`src/rtl/stopwatch_counter_pkg.sv`:
```
// Shared constants and helpers for the stopwatch MM:SS counter.
package stopwatch_counter_pkg;

  // Largest legal value of a units digit and of a tens digit.
  localparam logic [3:0] DIG_MAX_UNITS = 4'd9;
  localparam logic [3:0] DIG_MAX_TENS  = 4'd5;

  // Bits needed to hold the values 0..v-1.
  function automatic int clog2(input int unsigned v);
    int          r;
    int unsigned x;
    r = 0;
    x = (v > 0) ? v - 1 : 0;
    while (x > 0) begin
      r = r + 1;
      x = x >> 1;
    end
    return r;
  endfunction

endpackage

```
`src/rtl/stopwatch_counter_bcd_digit_counter.sv`:
```
// One BCD digit: a mod-(MAX+1) counter with a carry in and a carry out.
module bcd_digit_counter
  import stopwatch_counter_pkg::*;
#(
  parameter logic [3:0] MAX = DIG_MAX_UNITS
) (
  input  logic       clk,
  input  logic       rst_n,
  input  logic       clr,
  input  logic       inc,
  output logic [3:0] q,
  output logic       carry
);

  logic [3:0] r_q;

  // The carry is combinational so the whole chain settles in the same cycle.
  assign carry = inc & (r_q == MAX);
  assign q     = r_q;

  // Digit register: clear wins, otherwise step and roll over at MAX.
  always_ff @(posedge clk or negedge rst_n) begin
    if (!rst_n)       r_q <= 4'd0;
    else if (clr)     r_q <= 4'd0;
    else if (inc)     r_q <= (r_q == MAX) ? 4'd0 : r_q + 4'd1;
  end

endmodule

```
`src/rtl/stopwatch_counter.sv`:
```
// Stopwatch time base: divides clk to a seconds tick while enabled and
// advances an MM:SS BCD value. Pausing keeps the partial-second count.
module stopwatch_counter
  import stopwatch_counter_pkg::*;
#(
  parameter int unsigned TICK_DIV = 40000000,
  parameter int unsigned DIV_W    = clog2(TICK_DIV)
) (
  input  logic       clk,
  input  logic       rst_n,
  input  logic       cnt_enable,
  input  logic       clr,
  output logic [3:0] sec0,
  output logic [3:0] sec1,
  output logic [3:0] min0,
  output logic [3:0] min1,
  output logic       tick,
  output logic       wrap
);

  localparam logic [DIV_W-1:0] PRESC_LAST = DIV_W'(TICK_DIV - 1);

  logic [DIV_W-1:0] r_presc;
  logic             r_tick;
  logic             r_wrap;

  logic w_term;
  logic w_c_sec0;
  logic w_c_sec1;
  logic w_c_min0;
  logic w_c_min1;

  // A terminal edge ends a counted second; it only happens while enabled.
  assign w_term = cnt_enable & (r_presc == PRESC_LAST);

  // Prescaler: advances only when enabled and holds across a pause.
  always_ff @(posedge clk or negedge rst_n) begin
    if (!rst_n)          r_presc <= '0;
    else if (clr)        r_presc <= '0;
    else if (cnt_enable) r_presc <= w_term ? '0 : r_presc + 1'b1;
  end

  // tick/wrap land on the same edge as the new digits; clear suppresses both.
  always_ff @(posedge clk or negedge rst_n) begin
    if (!rst_n) begin
      r_tick <= 1'b0;
      r_wrap <= 1'b0;
    end else begin
      r_tick <= w_term & ~clr;
      r_wrap <= w_c_min1 & ~clr;
    end
  end

  bcd_digit_counter #(.MAX(DIG_MAX_UNITS)) u_sec0 (
    .clk(clk), .rst_n(rst_n), .clr(clr), .inc(w_term),
    .q(sec0), .carry(w_c_sec0)
  );

  bcd_digit_counter #(.MAX(DIG_MAX_TENS)) u_sec1 (
    .clk(clk), .rst_n(rst_n), .clr(clr), .inc(w_c_sec0),
    .q(sec1), .carry(w_c_sec1)
  );

  bcd_digit_counter #(.MAX(DIG_MAX_UNITS)) u_min0 (
    .clk(clk), .rst_n(rst_n), .clr(clr), .inc(w_c_sec1),
    .q(min0), .carry(w_c_min0)
  );

  // Carry out of the top digit marks the 59:59 -> 00:00 rollover.
  bcd_digit_counter #(.MAX(DIG_MAX_TENS)) u_min1 (
    .clk(clk), .rst_n(rst_n), .clr(clr), .inc(w_c_min0),
    .q(min1), .carry(w_c_min1)
  );

  assign tick = r_tick;
  assign wrap = r_wrap;

endmodule

```
`config.mk`:
```
export PLATFORM = sky130hd
export DESIGN_NAME = stopwatch_counter
export DESIGN_NICKNAME = d
export VERILOG_FILES = /design/src/rtl/stopwatch_counter_pkg.sv /design/src/rtl/stopwatch_counter_bcd_digit_counter.sv /design/src/rtl/stopwatch_counter.sv
export SDC_FILE = /design/constraint.sdc
export NUM_CORES = 1
export LEC_CHECK = 0
export ABC_CLOCK_PERIOD_IN_PS = 2470
export CORE_MARGIN = 2
export CORE_UTILIZATION = 52
export DETAILED_ROUTE_END_ITERATION = 12
export GPL_TIMING_DRIVEN = 0
export PLACE_DENSITY = 0.85
export SETUP_SLACK_MARGIN = 0.4
export SYNTH_ARGS = -nofsm -noshare
export SYNTH_HDL_FRONTEND = slang
export SYNTH_SLANG_ARGS = --single-unit
```
`constraint.sdc`:
```
create_clock -name clk -period 2.47 [get_ports clk]
set_input_delay 0.494 -clock clk [delete_from_list [all_inputs] [get_ports clk]]
set_output_delay 0.494 -clock clk [all_outputs]
set_load 0.01 [all_outputs]
```
==> impl_metrics.py <==
metrics = {
    "logic_synthesis": {
        "synth-main-ff-cell": "dfrtp_1",
        "synth.area.top_cells": "dfrtp_1 (43%), ha_1 (4.4%), or4_1 (4.4%)",
        "synth-xor-area-share_pct": 4.09,
        "seq_area_frac_synth_pct": 42.9,
        "syn_nets": 289,
        "synth.distinct_cells": 45,
        "synth_edf_count": 0,
        "synthArstFlopShare_pct": 100,
        "synthSimpleGateAreaFrac_pct": 29.0,
        "synth_area_leader_cell": "dfrtp_1",
        "synth_warnings": 0,
        "syn_inst": 276,
        "synth_seq_cells": 44,
        "syn_area_um2": 2570,
        "netlist.area_leader.share_pct": 42.9,
        "synthAdderAreaFrac_pct": 4.39,
        "synth_top_family_by_area": "simple AND/OR/NAND/NOR gates",
        "muxShareOfSynthArea_pct": 2.53,
        "synth_compound_area_share_pct": 13.5,
        "synth.avg_cell_area_um2": 9.30,
    },
    "flow_run": {
        "drv_cap": 0,
    },
    "setup_path": {
        "worstPathArrival_ns": 2.54,
        "crit_fanout": 6,
        "start_kind": "flip-flop",
        "crit_type": "reg -> reg",
        "cp.required_ns": 2.69,
        "end_kind": "flip-flop",
    },
    "clock_tree": {
        "cts_buffer_depth": 2,
        "clk_latency_ns": 0.30,
        "cts_tree": "built",
        "cts_sinks": 44,
        "numCtsBuffers": 5,
        "ctsHoldBuffers": 0,
        "cts.clk_slew.worst_paths_ns": 0.08,
        "htree_levels": 2,
        "cts_root_buf": "clkbuf_8",
    },
    "timing": {
        "finalHoldViolCount": 0,
        "relSlewSlack_pct": 50.4,
        "rsz0062_at_grt": "true",
        "fin_skew_ns": 0.00812,
        "fin_crit_ns": 2.32,
        "finalMaxSlewViolations": 0,
        "period_share_pct": 94.0,
        "final-setup-viol-count": 0,
        "max_freq_mhz": 431,
        "tightest_slew_ns": 0.737,
    },
    "routing": {
        "ant_nets": 0,
        "drc": 0,
        "finalWirelength_mm": 6.75,
        "vias": 2442,
        "first_pass_iters": 5,
        "routedWlPerCell_um": 17.1,
        "viasPerCell": 6.20,
        "drtIter0Drc": 142,
    },
    "finish": {
        "layout_commonest_cell": "dfrtp_1",
        "num_antenna_cells": 0,
        "design_area_um2": 3330,
        "syn_to_final_growth_pct": 29.7,
        "final_cell_mix": "dfrtp_1 (41), buf_4 (22), clkdlybuf4s50_1 (19)",
        "layout.nets": 339,
        "drive_gt1_share_pct": 20.8,
    },
    "floorplanning": {
        "num_rows": 25,
        "io-pin-count": 22,
        "start_util_pct": 54.0,
        "die_y_um": 74.3,
        "die_area_um2": 5520,
        "core_um2": 4750,
        "fp.dieW_um": 74.3,
    },
    "global_route": {
        "grt_overflow": 0,
        "grt_max_degree": 24,
        "gr-usage-met1_pct": 35.9,
        "antenna_found_initial": 0,
        "grtUsageMet3_pct": 5.15,
        "first_global_vias": 2224,
        "busiest_layer": "met2",
        "met2_usage_pct": 38.8,
        "grt_pass1_wl_mm": 10.8,
        "track_usage_pct": 25.3,
    },
    "pwr": {
        "power_density_nw_per_um2": 391,
        "irDropWorstVdd_uv": 281,
        "p_leak_nw": 1.36,
        "finalPower_mw": 1.30,
    },
    "hold_path": {
        "hp-class": "in -> async",
    },
    "placement": {
        "postPlaceCellArea_um2": 2900,
        "io_buffers": 21,
        "post-dp-hpwl_mm": 4.18,
        "gp_congestion": 0.830,
    },
    "outcome": {
        "run_status": "finished clean",
    },
}
## critical path, stage by stage, from the launching register on
cell and delay, ns:
dfrtp_1 0.40, or4_1 0.51, or4_4 0.49, buf_6 0.15, buf_4 0.13, or4_4 0.40, a31oi_1 0.16
## registers in the layout (all words and copies together) (netlist names)
register and count:
wrap 1, u_min0.q 4, u_sec1.q 4, tick 1, r_presc 26, u_min1.q 4
u_sec0.q 4
## per-layer routing
| metal | vias up | wire, um | part of all wire (%) |
|---|---|---|---|
| met4 | 0 | 150 | 2.2 |
| met1 | 1183 | 2920 | 43 |
| met3 | 20 | 405 | 6.0 |
| li1 | 1137 | - | - |
| met5 | - | 0 | 0 |
| met2 | 102 | 3280 | 49 |
## worst paths after layout
| check | startpoint | to | slack (ns) | cells after the start |
|---|---|---|---|---|
| max in group asynchronous | rst_n | r_presc[3] | 1.76 | 2 |
| worst min register to register | u_min1.q[3] | u_min1.q[3] | 0.59 | 2 |
| worst max register to register | r_presc[20] | u_sec0.q[3] | 0.15 | 6 |
| min in group clk | u_min1.q[3] | u_min1.q[3] | 0.59 | 2 |
| worst max-delay path | r_presc[20] | u_sec0.q[3] | 0.15 | 6 |
| worst min-delay path | rst_n | u_sec0.q[2] | 0.19 | 1 |
## synth_stat cells (all sizes together) (4+ instances only)
cell type  instances
nor4               6
inv                8
ha                 9
buf                4
xnor2              4
o21ai             12
nor3              12
or3                8
or4               15
nand3             12
nor2              17
and3b              4
nand4             10
xor2               8
dfrtp             44
o31ai              6
mux2               4
a21oi             16
nor2b              4
and3               5
and4               4
nand2b             4
clkbuf            11
nand2             17
## per-stage QoR
step	utilization, %	cells	TNS (ns)	worst slack, ns	hold slack [ns]
3_5_place_dp	61.0	365	-1.75	-0.216	0.523
4_1_cts	66.9	389	0	0.188	0.203
6_report	70.0	394	0	0.149	0.187
5_1_grt	70.0	394	0	0.0802	0.226
3_3_place_gp	60.5	364	-15.53	-0.327	0.546
2_1_floorplan	-	276	0	0.231	0.198
## area by class of cell
type,instances,area (um2)
sequential,44,1100
inverter,9,37.5
tap,67,83.8
multi-input combinational,208,1500
clock buffer,8,90.1
timing repair buffer,43,390
buffer,15,123
fill,354,1430
## what timing repair did
action / in CTS / in global routing
pin swaps: 9 / 10
buffers inserted: 16 / 5
endpoints found under the hold margin: 0 / 0
setup endpoints to repair: 41 / 41
gates resized for setup: 26 / 30
## logic make-up after synthesis
group / count (synthesis)
muxes: 6
buffers and inverters: 24
xor gates and xnor gates: 12
DFF: 44
and+or+nand+nor: 128
AOI/OAI and AO/OA: 53
adders and majority gates: 9
## report_power, final
group / internal [mW] / switching [mW]
Sequential: 0.727 / 0.00775
Clock: 0.228 / 0.236
Combinational: 0.0428 / 0.0604
Total: 0.998 / 0.305
(Power assumes the default switching activity.)
